### config.mk
export PLATFORM = sky130hd
export DESIGN_NAME = rcn_dma_copy
export DESIGN_NICKNAME = d
export VERILOG_FILES = /design/src/rtl/rcn_dma_copy_pkg.sv /design/src/rtl/rcn_dma_fifo.sv /design/src/rtl/rcn_dma_copy.sv
export SDC_FILE = /design/constraint.sdc
export NUM_CORES = 1
export LEC_CHECK = 0
export ABC_AREA = 1
export BUFFER_PORTS_ARGS = -buffer_cell sky130_fd_sc_hd__clkbuf_2
export CAP_MARGIN = 20
export CORE_ASPECT_RATIO = 1.1
export CORE_UTILIZATION = 60
export CTS_CLUSTER_DIAMETER = 40
export DETAILED_ROUTE_END_ITERATION = 10
export GPL_ROUTABILITY_DRIVEN = 0
export GPL_TIMING_DRIVEN = 0
export PLACE_DENSITY = 0.77
export SLEW_MARGIN = 15
export SYNTH_ARGS = -nofsm -noshare
export SYNTH_HDL_FRONTEND = slang
export SYNTH_SLANG_ARGS = --single-unit
### constraint.sdc
create_clock -name CLK -period 4 [get_ports CLK]
set_input_delay 0.2 -clock CLK [delete_from_list [all_inputs] [get_ports CLK]]
set_output_delay 0.2 -clock CLK [all_outputs]
set_load 0.05 [all_outputs]
### src/rtl/rcn_dma_copy_pkg.sv
// Shared definitions for the rcn_dma_copy word-copy engine: FSM encoding,
// pointer step and the constant byte-enable mask.
package rcn_dma_copy_pkg;

  typedef enum logic [1:0] {
    ST_IDLE  = 2'd0,
    ST_RUN   = 2'd1,
    ST_DRAIN = 2'd2,
    ST_FIN   = 2'd3
  } dma_state_t;

  localparam int unsigned ADDR_STEP = 4;
  localparam logic [3:0]  FULL_MASK = 4'hF;

endpackage

### src/rtl/rcn_dma_fifo.sv
// DEPTH x 32 read-data buffer between read responses and write issue.
// Head word is presented combinationally on o_data.
module rcn_dma_fifo #(
  parameter int DEPTH = 4,
  parameter int AW    = $clog2(DEPTH)
) (
  input  logic          CLK,
  input  logic          RST,
  input  logic          i_push,
  input  logic [31:0]   i_data,
  input  logic          i_pop,
  output logic [31:0]   o_data,
  output logic          o_empty,
  output logic [AW:0]   o_count
);

  logic [31:0]   r_mem [DEPTH];
  logic [AW-1:0] r_wp, r_rp;
  logic [AW:0]   r_cnt;
  logic          w_full, w_push, w_pop;

  assign w_full  = (r_cnt == (AW+1)'(DEPTH));
  assign o_empty = (r_cnt == '0);
  assign w_push  = i_push & ~w_full;
  assign w_pop   = i_pop & ~o_empty;
  assign o_data  = r_mem[r_rp];
  assign o_count = r_cnt;

  always_ff @(posedge CLK) begin
    if (w_push) r_mem[r_wp] <= i_data;
  end

  // Pointers wrap naturally because DEPTH is a power of two.
  always_ff @(posedge CLK) begin
    if (!RST) begin
      r_wp  <= '0;
      r_rp  <= '0;
      r_cnt <= '0;
    end else begin
      if (w_push) r_wp <= r_wp + 1'b1;
      if (w_pop)  r_rp <= r_rp + 1'b1;
      case ({w_push, w_pop})
        2'b10:   r_cnt <= r_cnt + 1'b1;
        2'b01:   r_cnt <= r_cnt - 1'b1;
        default: r_cnt <= r_cnt;
      endcase
    end
  end

endmodule

### src/rtl/rcn_dma_copy.sv
// Raccoon-bus DMA word copier: reads LEN words from SRC_ADDR, writes them to
// DST_ADDR. Define RCN_DMA_FILL_EN to add FILL/FILL_DATA constant-fill mode.
module rcn_dma_copy
  import rcn_dma_copy_pkg::*;
#(
  parameter int ADDR_W = 20,
  parameter int DEPTH  = 4,
  parameter int LEN_W  = 16
) (
  input  logic              CLK,
  input  logic              RST,
  input  logic              START,
  input  logic [ADDR_W-1:0] SRC_ADDR,
  input  logic [ADDR_W-1:0] DST_ADDR,
  input  logic [LEN_W-1:0]  LEN,
`ifdef RCN_DMA_FILL_EN
  input  logic              FILL,
  input  logic [31:0]       FILL_DATA,
`endif
  output logic              BUSY,
  output logic              DONE,
  output logic              REQ_CS,
  input  logic              REQ_BUSY,
  output logic              REQ_WR,
  output logic [3:0]        REQ_MASK,
  output logic [ADDR_W-1:0] REQ_ADDR,
  output logic [31:0]       REQ_DATA,
  input  logic              RSP_VALID,
  input  logic              RSP_WR,
  input  logic [31:0]       RSP_DATA
);

  localparam int                CNT_W   = $clog2(DEPTH) + 1;
  localparam logic [LEN_W-1:0]  DEPTH_L = LEN_W'(DEPTH);
  localparam logic [ADDR_W-1:0] STEP    = ADDR_W'(ADDR_STEP);
  localparam logic [ADDR_W-1:0] ALIGN   = ~ADDR_W'(3);

  dma_state_t        r_state;
  logic [LEN_W-1:0]  r_len, r_rd_iss, r_rd_ret, r_wr_iss, r_wr_ack;
  logic [ADDR_W-1:0] r_src, r_dst, r_req_addr;
  logic              r_busy, r_done, r_req_cs, r_req_wr;
  logic [31:0]       r_req_data;

  logic              w_fill, w_start_fill;
  logic [31:0]       w_fill_data;
`ifdef RCN_DMA_FILL_EN
  logic              r_fill;
  logic [31:0]       r_fill_data;
  assign w_fill       = r_fill;
  assign w_fill_data  = r_fill_data;
  assign w_start_fill = FILL;
`else
  assign w_fill       = 1'b0;
  assign w_fill_data  = 32'h0;
  assign w_start_fill = 1'b0;
`endif

  logic              w_active, w_slot, w_rsp_rd, w_rsp_wr;
  logic              w_wr_pend, w_rd_pend, w_do_wr, w_do_rd, w_pop, w_credit;
  logic              w_fifo_empty;
  logic [CNT_W-1:0]  w_fifo_count;
  logic [31:0]       w_fifo_dout, w_wr_data;
  logic [LEN_W-1:0]  w_inflight, w_occ, w_outstanding;
  logic [ADDR_W-1:0] w_src_al, w_dst_al;

  assign w_src_al = SRC_ADDR & ALIGN;
  assign w_dst_al = DST_ADDR & ALIGN;

  assign w_active = (r_state == ST_RUN) || (r_state == ST_DRAIN);
  assign w_slot   = ~r_req_cs | ~REQ_BUSY;
  assign w_rsp_rd = w_active & RSP_VALID & ~RSP_WR;
  assign w_rsp_wr = w_active & RSP_VALID &  RSP_WR;

  // Reads are also capped against unacknowledged writes, so reads issued
  // minus writes acknowledged never exceeds DEPTH.
  assign w_inflight    = r_rd_iss - r_rd_ret;
  assign w_occ         = LEN_W'(w_fifo_count);
  assign w_outstanding = r_rd_iss - r_wr_ack;
  assign w_credit      = ((w_inflight + w_occ) < DEPTH_L) && (w_outstanding < DEPTH_L);

  assign w_wr_pend = w_active && (r_wr_iss != r_len) && (w_fill || !w_fifo_empty);
  assign w_rd_pend = (r_state == ST_RUN) && !w_fill && (r_rd_iss != r_len) && w_credit;
  assign w_do_wr   = w_slot & w_wr_pend;
  assign w_do_rd   = w_slot & ~w_wr_pend & w_rd_pend;
  assign w_pop     = w_do_wr & ~w_fill;
  assign w_wr_data = w_fill ? w_fill_data : w_fifo_dout;

  rcn_dma_fifo #(.DEPTH(DEPTH)) u_fifo (
    .CLK     (CLK),
    .RST     (RST),
    .i_push  (w_rsp_rd),
    .i_data  (RSP_DATA),
    .i_pop   (w_pop),
    .o_data  (w_fifo_dout),
    .o_empty (w_fifo_empty),
    .o_count (w_fifo_count)
  );

  always_ff @(posedge CLK) begin
    if (!RST) begin
      r_state    <= ST_IDLE;
      r_len      <= '0;
      r_rd_iss   <= '0;
      r_rd_ret   <= '0;
      r_wr_iss   <= '0;
      r_wr_ack   <= '0;
      r_src      <= '0;
      r_dst      <= '0;
      r_busy     <= 1'b0;
      r_done     <= 1'b0;
      r_req_cs   <= 1'b0;
      r_req_wr   <= 1'b0;
      r_req_addr <= '0;
      r_req_data <= '0;
`ifdef RCN_DMA_FILL_EN
      r_fill      <= 1'b0;
      r_fill_data <= '0;
`endif
    end else begin
      r_done <= 1'b0;

      // Request register only reloads once the current request is taken.
      if (w_do_wr) begin
        r_req_cs   <= 1'b1;
        r_req_wr   <= 1'b1;
        r_req_addr <= r_dst;
        r_req_data <= w_wr_data;
        r_dst      <= r_dst + STEP;
        r_wr_iss   <= r_wr_iss + 1'b1;
      end else if (w_do_rd) begin
        r_req_cs   <= 1'b1;
        r_req_wr   <= 1'b0;
        r_req_addr <= r_src;
        r_req_data <= '0;
        r_src      <= r_src + STEP;
        r_rd_iss   <= r_rd_iss + 1'b1;
      end else if (w_slot) begin
        r_req_cs   <= 1'b0;
      end

      if (w_rsp_rd) r_rd_ret <= r_rd_ret + 1'b1;
      if (w_rsp_wr) r_wr_ack <= r_wr_ack + 1'b1;

      case (r_state)
        ST_IDLE: begin
          if (START) begin
            r_busy   <= 1'b1;
            r_len    <= LEN;
            r_rd_ret <= '0;
            r_wr_iss <= '0;
            r_wr_ack <= '0;
            r_src    <= w_src_al;
            r_dst    <= w_dst_al;
            r_rd_iss <= '0;
`ifdef RCN_DMA_FILL_EN
            r_fill      <= FILL;
            r_fill_data <= FILL_DATA;
`endif
            if (LEN == '0) begin
              r_state <= ST_FIN;
            end else if (w_start_fill) begin
              r_state <= ST_DRAIN;
            end else begin
              // First read goes out straight from IDLE to save a cycle.
              r_req_cs   <= 1'b1;
              r_req_wr   <= 1'b0;
              r_req_addr <= w_src_al;
              r_req_data <= '0;
              r_src      <= w_src_al + STEP;
              r_rd_iss   <= LEN_W'(1);
              r_state    <= ST_RUN;
            end
          end
        end
        ST_RUN: begin
          if (r_rd_iss == r_len) r_state <= ST_DRAIN;
        end
        ST_DRAIN: begin
          if (r_wr_ack == r_len) r_state <= ST_FIN;
        end
        default: begin
          r_done  <= 1'b1;
          r_busy  <= 1'b0;
          r_state <= ST_IDLE;
        end
      endcase
    end
  end

  assign BUSY     = r_busy;
  assign DONE     = r_done;
  assign REQ_CS   = r_req_cs;
  assign REQ_WR   = r_req_wr;
  assign REQ_MASK = FULL_MASK;
  assign REQ_ADDR = r_req_addr;
  assign REQ_DATA = r_req_data;

endmodule

# == Word level (Yosys, flattened, before mapping) ==
# Memories as Yosys holds them, arrays and structs flattened. A register that Yosys moved wholly into a read port is not among the register bits.
# Cells that the tools add are included.
# classes
add_sub_neg,14
n_lt_le_gt_ge,2
eq_ne,12
mux,56
bitwise_logic,16
reduce_logical,16
# op_table
cell,n
20-bit 2-to-1 mux,13
16-bit 2-to-1 mux,13
32-bit 2-to-1 mux,5
"16-bit by 1-bit adder with 16-bit output, second input constant",4
"20-bit by 3-bit adder with 20-bit output, second input constant",3
16-bit equality test,2
"16-bit by 3-bit < comparator with 1-bit output, second input constant",2
16-bit inequality test,2
16-bit subtractor,2
16-bit by 3-bit adder with 16-bit output,1
16-bit logical NOT,1
1-bit 2-to-1 mux,16
2-bit 2-to-1 mux,6
1-bit bitwise AND,8
1-bit inverter,7
2-bit one-hot mux with 3 select lines,1
3-bit one-hot mux with 2 select lines,1
1-bit logical AND,5
"2-bit by 1-bit adder with 2-bit output, second input constant",2
"2-bit by 1-bit equality test with 1-bit output, second input constant",2
"2-bit equality test, second input constant",2
"2-bit by 1-bit inequality test with 1-bit output, second input constant",2
2-bit AND reduction,2
"3-bit by 1-bit adder with 3-bit output, second input constant",1
13 further kinds,13
# totals
reg_bits,185
ramBits,128
inputBits,94
output_inout_bits,60
wordCells,134
memories,1
# mem_list
name,words,word_bits,read_ports,rd_ports_with_merged_regs,write_ports,line,rtl
u_fifo.r_mem,4,32,1,1,1,rcn_dma_fifo.sv:17,logic [31:0] r_mem [DEPTH];

# == Logic depth before layout (Yosys ltp) ==
# logic_depth
ltp_word,12
mapped_depth,24
depth_no_buf,24

# == By module ==
# From an unflattened synthesis, not the netlist that was laid out.
# hier_totals
hier_cells,2224
hier_area_um2,17175.2
# by_module_without_submodules
module,instances,cells_each,area_each_um2,seq_area_each_um2
rcn_dma_copy,1,1846,11912.7,3483.3
rcn_dma_fifo,1,378,5262.5,4023.9

# == Worst setup path before layout ==
# No wires, ideal clock.
# synth_timing
kind,reg-to-reg
startpoint,register r_rd_iss[2]
endpoint,register r_req_data[11] (netlist: REQ_DATA[11])
setup_ns,0.132
arrival_ns,2.936
required_time_ns,3.868
slack_ns,0.932
stages_incl_launch_ff,24
n_path_buf,2
synth_period_minus_slack_ns,3.068
path_cell_list,dfxtp_1 > inv_1 > fa_1 > inv_1 > ha_1 > nand2_1 > nand2_1 > inv_1 > nand2_1 > nand2_1 > nand2_1 > nand2_1 > nand2_1 > nand2_1 > nand2_1 > nand2_1 > nor2_1 > nand3_1 > nor2_4 > nand3_4 > buf_6 > buf_2 > nand3_1 > a21oi_1
# synth_between
elab_chain_len,11
# synth_lines
item,line,rtl
from (decl),rcn_dma_copy.sv:39,"logic [LEN_W-1:0] r_len, r_rd_iss, r_rd_ret, r_wr_iss, r_wr_ack;"
from (signal assigned),rcn_dma_copy.sv:136,r_rd_iss <= r_rd_iss + 1'b1;
16-bit subtractor,rcn_dma_copy.sv:76,assign w_inflight = r_rd_iss - r_rd_ret;
16-bit by 3-bit adder with 16-bit output,rcn_dma_copy.sv:79,assign w_credit = ((w_inflight + w_occ) < DEPTH_L) && (w_outstanding < DEPTH_L);
16-bit by 3-bit < comparator with 1-bit output,rcn_dma_copy.sv:79,
1-bit logical AND,rcn_dma_copy.sv:79,
1-bit logical AND (*),rcn_dma_copy.sv:82,assign w_rd_pend = (r_state == ST_RUN) && !w_fill && (r_rd_iss != r_len) && w_credit;
1-bit bitwise AND (*),rcn_dma_copy.sv:84,assign w_do_rd = w_slot & ~w_wr_pend & w_rd_pend;
32-bit 2-to-1 mux (*),rcn_dma_copy.sv:130,end else if (w_do_rd) begin
32-bit 2-to-1 mux (*),rcn_dma_copy.sv:123,if (w_do_wr) begin
32-bit 2-to-1 mux,rcn_dma_copy.sv:159,if (LEN == '0) begin
32-bit 2-to-1 mux,rcn_dma_copy.sv:146,if (START) begin
32-bit 2-to-1 mux (*),rcn_dma_copy.sv:144,case (r_state)
to (signal assigned),rcn_dma_copy.sv:127,r_req_data <= w_wr_data;
to (decl),rcn_dma_copy.sv:42,logic [31:0] r_req_data;
# Every way passes the cells marked *; elsewhere a longest branch is shown, timed or not.
# A chain may end at the register's enable or synchronous reset.

# == Worst setup path after layout ==
# layout_timing
startpoint,register r_state[0]
endpoint,register u_fifo.r_cnt[2] (netlist: u_fifo.o_count[2])
# layout_between
elab_chain_len,8
# layout_lines
item,line,rtl
from (decl),rcn_dma_copy.sv:38,dma_state_t r_state;
from (signal assigned),rcn_dma_copy.sv:101,r_state <= ST_IDLE;
from (signal assigned),rcn_dma_copy.sv:160,r_state <= ST_FIN;
from (signal assigned),rcn_dma_copy.sv:162,r_state <= ST_DRAIN;
2-bit by 1-bit equality test with 1-bit output or 2-bit equality test (tied branches),rcn_dma_copy.sv:69,assign w_active = (r_state == ST_RUN) || (r_state == ST_DRAIN);
1-bit logical OR (*),rcn_dma_copy.sv:69,
1-bit logical AND (*) (2 in series),rcn_dma_copy.sv:81,assign w_wr_pend = w_active && (r_wr_iss != r_len) && (w_fill || !w_fifo_empty);
1-bit bitwise AND (*),rcn_dma_copy.sv:83,assign w_do_wr = w_slot & w_wr_pend;
1-bit bitwise AND (*),rcn_dma_fifo.sv:25,assign w_pop = i_pop & ~o_empty;
via u_fifo.w_pop,rcn_dma_fifo.sv:20,"logic w_full, w_push, w_pop;"
2-bit by 1-bit equality test with 1-bit output or 2-bit equality test (tied branches),rcn_dma_fifo.sv:42,"case ({w_push, w_pop})"
3-bit one-hot mux with 2 select lines or 2-bit nonzero test (tied branches),n/a,
to (signal assigned),rcn_dma_fifo.sv:43,2'b10: r_cnt <= r_cnt + 1'b1;
to (signal assigned),rcn_dma_fifo.sv:44,2'b01: r_cnt <= r_cnt - 1'b1;
to (signal assigned),rcn_dma_fifo.sv:45,default: r_cnt <= r_cnt;
to (decl),rcn_dma_fifo.sv:19,logic [AW:0] r_cnt;
# The timed path passes the listed nets; every way through them passes the cells marked *.

==> metrics.cfg <==
[min_path]
holdCritPathClass=input pin to flip-flop

[floorplanning]
start_util=0.611
io_pins=154
dieArea_um2=29100
die_y_um=179
rows=64
dieWidth_um=163
core_um2=27900

[global_route]
antenna_found_initial=2
grt_pass1_vias=15400
grt-ovfl-total=0
grt_first_pass_wirelength_um=78300
grt_max_degree=26
grtUsageTotal=0.347

[cts]
cts.htree.levels=2
clk_latency_ps=550
cts_tree=built
cts_buffers=40
cts_sinks=311
cts_root_buffer=clkbuf_16
clk_pin_slew_worst_paths_ps=60
cts.path.max_buffers=3

[run_status]
status=finished, final reports clean

[synthesis]
synth-seq-cells=311
syn_area_um2=17000
ys_warn_count=0
synthAdderAreaFrac=0.0461
synth_top_family_by_area=simple AND/OR/NAND/NOR gates
yosys.area_share.simple=0.264
synth.distinct_cells=51
synth_cells=2223
async_flop_share=0
synth_compound_area_frac=0.104
synth.avg_cell_area_um2=7.66
synthFlopType=dfxtp_1
synth_xor_area_frac=0.0581
seq_area_frac_synth=0.441
synth_edf_count=128
muxShareOfSynthArea=0

[drt]
ant_nets=0
drt-vias-per-instance=5.67
num_vias=16300
drc=0
post_drt_wl_per_cell_um=17.6
firstDrtPassIters=8
drt_iter0_markers=1460
drt-total-wl_um=50700

[run]
cap_viol_max_count=0

[finish]
drive_gt1_frac=0.110
num-nets-final=2630
syn_to_final_growth_pct=19.5
final_area_um2=20300

[power_and_ir_drop]
ir_drop_v=0.000522
leakagePower_nw=8.80
powerDensity_nw_per_um2=577
p_total_mw=11.7

[setup_path]
cp-end-kind=flip-flop
crit_arrival_ps=4110
critPathMaxFanout=13
worstSetupPathType=flip-flop to flip-flop
required_ps=4410
startpoint_type=flip-flop

[placed_design]
numPortBuffers=145
dp_hpwl_um=36400
placed_area_um2=18400

[timing]
hold_violations=0
slew_headroom=0.381
worst_pin_slew_ps=928
slew_viol_final=0
clock_skew_ps=46.9
layout_worst_path_cycle_share=0.924
final.min_clock_period_ps=3700
setup_violations=0
rsz0062_at_grt=false
fmax_mhz=271

[report_power, final]
group          switching (mW)  leakage (nW)  internal, mW
clock network            1.44         0.671          2.20
registers               0.363          2.65          3.67
logic                    2.80          5.49          1.28
[worst paths after layout]
kind	start	to	slack (ps)	cells after the start
max	r_state[0]	u_fifo.o_count[2]	300	14
min reg2reg	REQ_ADDR[0]	REQ_ADDR[0]	450	2
min	DST_ADDR[10]	r_dst[10]	10	5
max reg2reg	r_state[0]	u_fifo.o_count[2]	300	14
[cells in the final DEF (no fill, tap or decap), types with 61 or more instances in the layout]
cell type	count
a21oi_1	98
clkbuf_1	61
clkbuf_2	146
dfxtp_1	182
edfxtp_1	128
inv_1	289
nand2_1	434
nand3_1	162
nor2_1	307
o21ai_0	138
xor2_1	81
[final cells by class]
cell class              count  area (µm²)
diodes                      2        5.00
plain buffers              84         362
clock buffers              49        1110
clock inverters            25         263
fillers                  2169        7520
inverters                 297        1120
multi-input cells        1533        8120
flip-flops and latches    311        7510
well taps                 363         454
repair buffers            208        1410
[state kept, by name, indices dropped and copies added (netlist names), 3 cells and up, named ones only]
| register | count |
|---|---|
| u_fifo.r_mem | 128 |
| r_len | 16 |
| REQ_ADDR | 20 |
| r_dst | 18 |
| REQ_DATA | 32 |
| r_src | 18 |
| r_rd_iss | 16 |
| r_rd_ret | 16 |
| r_wr_iss | 16 |
| r_wr_ack | 16 |
| u_fifo.o_count | 3 |
[worst max-delay path, cell delays in order, from the launching register on]
cell      delay, ps
dfxtp_1         380
inv_1           110
ha_1            340
inv_1           110
a31oi_1         370
nand3_2         290
inv_1           480
clkbuf_2        390
ha_1            200
inv_1            70
fa_1            370
a21oi_1         140
o21ai_0         120
o21ai_0         150
a21oi_1          50
[per-layer routing]
metal / GRT usage / vias to the layer above / part of all wire
li1: - / 7820 / -
met1: 0.419 / 7501 / 0.39
met2: 0.581 / 782 / 0.47
met3: 0.0710 / 176 / 0.091
met4: 0.188 / 0 / 0.050
met5: 0 / - / 0
[synthesized netlist by cell type, types with 8 or more instances]
master / number / share of area
or2_0: 8 / 0.0029
xnor2_1: 32 / 0.016
nor2_1: 312 / 0.069
a21oi_1: 98 / 0.029
dfxtp_1: 183 / 0.22
xor2_1: 81 / 0.042
nor4_1: 8 / 0.0029
inv_1: 290 / 0.064
clkbuf_1: 60 / 0.013
edfxtp_1: 128 / 0.23
nand4_1: 36 / 0.013
nand2_1: 435 / 0.096
nand3_1: 162 / 0.048
o32ai_1: 32 / 0.016
ha_1: 58 / 0.043
nor3_1: 38 / 0.011
nand3b_1: 19 / 0.0084
a31oi_1: 9 / 0.0033
buf_1: 9 / 0.0020
o211ai_1: 9 / 0.0040
buf_2: 10 / 0.0029
o21ai_0: 138 / 0.041
[metrics by stage]
step | setup WS (ps) | setup TNS [ps] | hold slack [ps] | instances | utilization
6_report | 304 | 0 | 11.7 | 2872 | 0.730
5_1_grt | 23.7 | 0 | 28.1 | 2872 | 0.730
4_1_cts | 146 | 0 | 1.37 | 2868 | 0.728
3_5_place_dp | 21.4 | 0 | 421 | 2738 | 0.659
3_3_place_gp | -364 | -40330 | 416 | 2734 | 0.654
2_1_floorplan | 932 | 0 | 299 | 2226 | -
[cell families after synthesis]
group / after synthesis
adders and majority gates: 61
other: 1
AOI/OAI and AO/OA: 309
and+or+nand+nor: 1046
buffers and inverters: 382
DFF: 311
xor gates and xnor gates: 113
[what timing repair did]
action / CTS / global route
pin swaps: 0 / 1
hold endpoints to repair: 152 / 0
gates cloned: 0 / 0
setup endpoints to repair: 1 / 81
hold buffers: 56 / 0
setup buffers: 0 / 3
gates resized for setup: 1 / 7
Power figures use the tool's default switching activity.
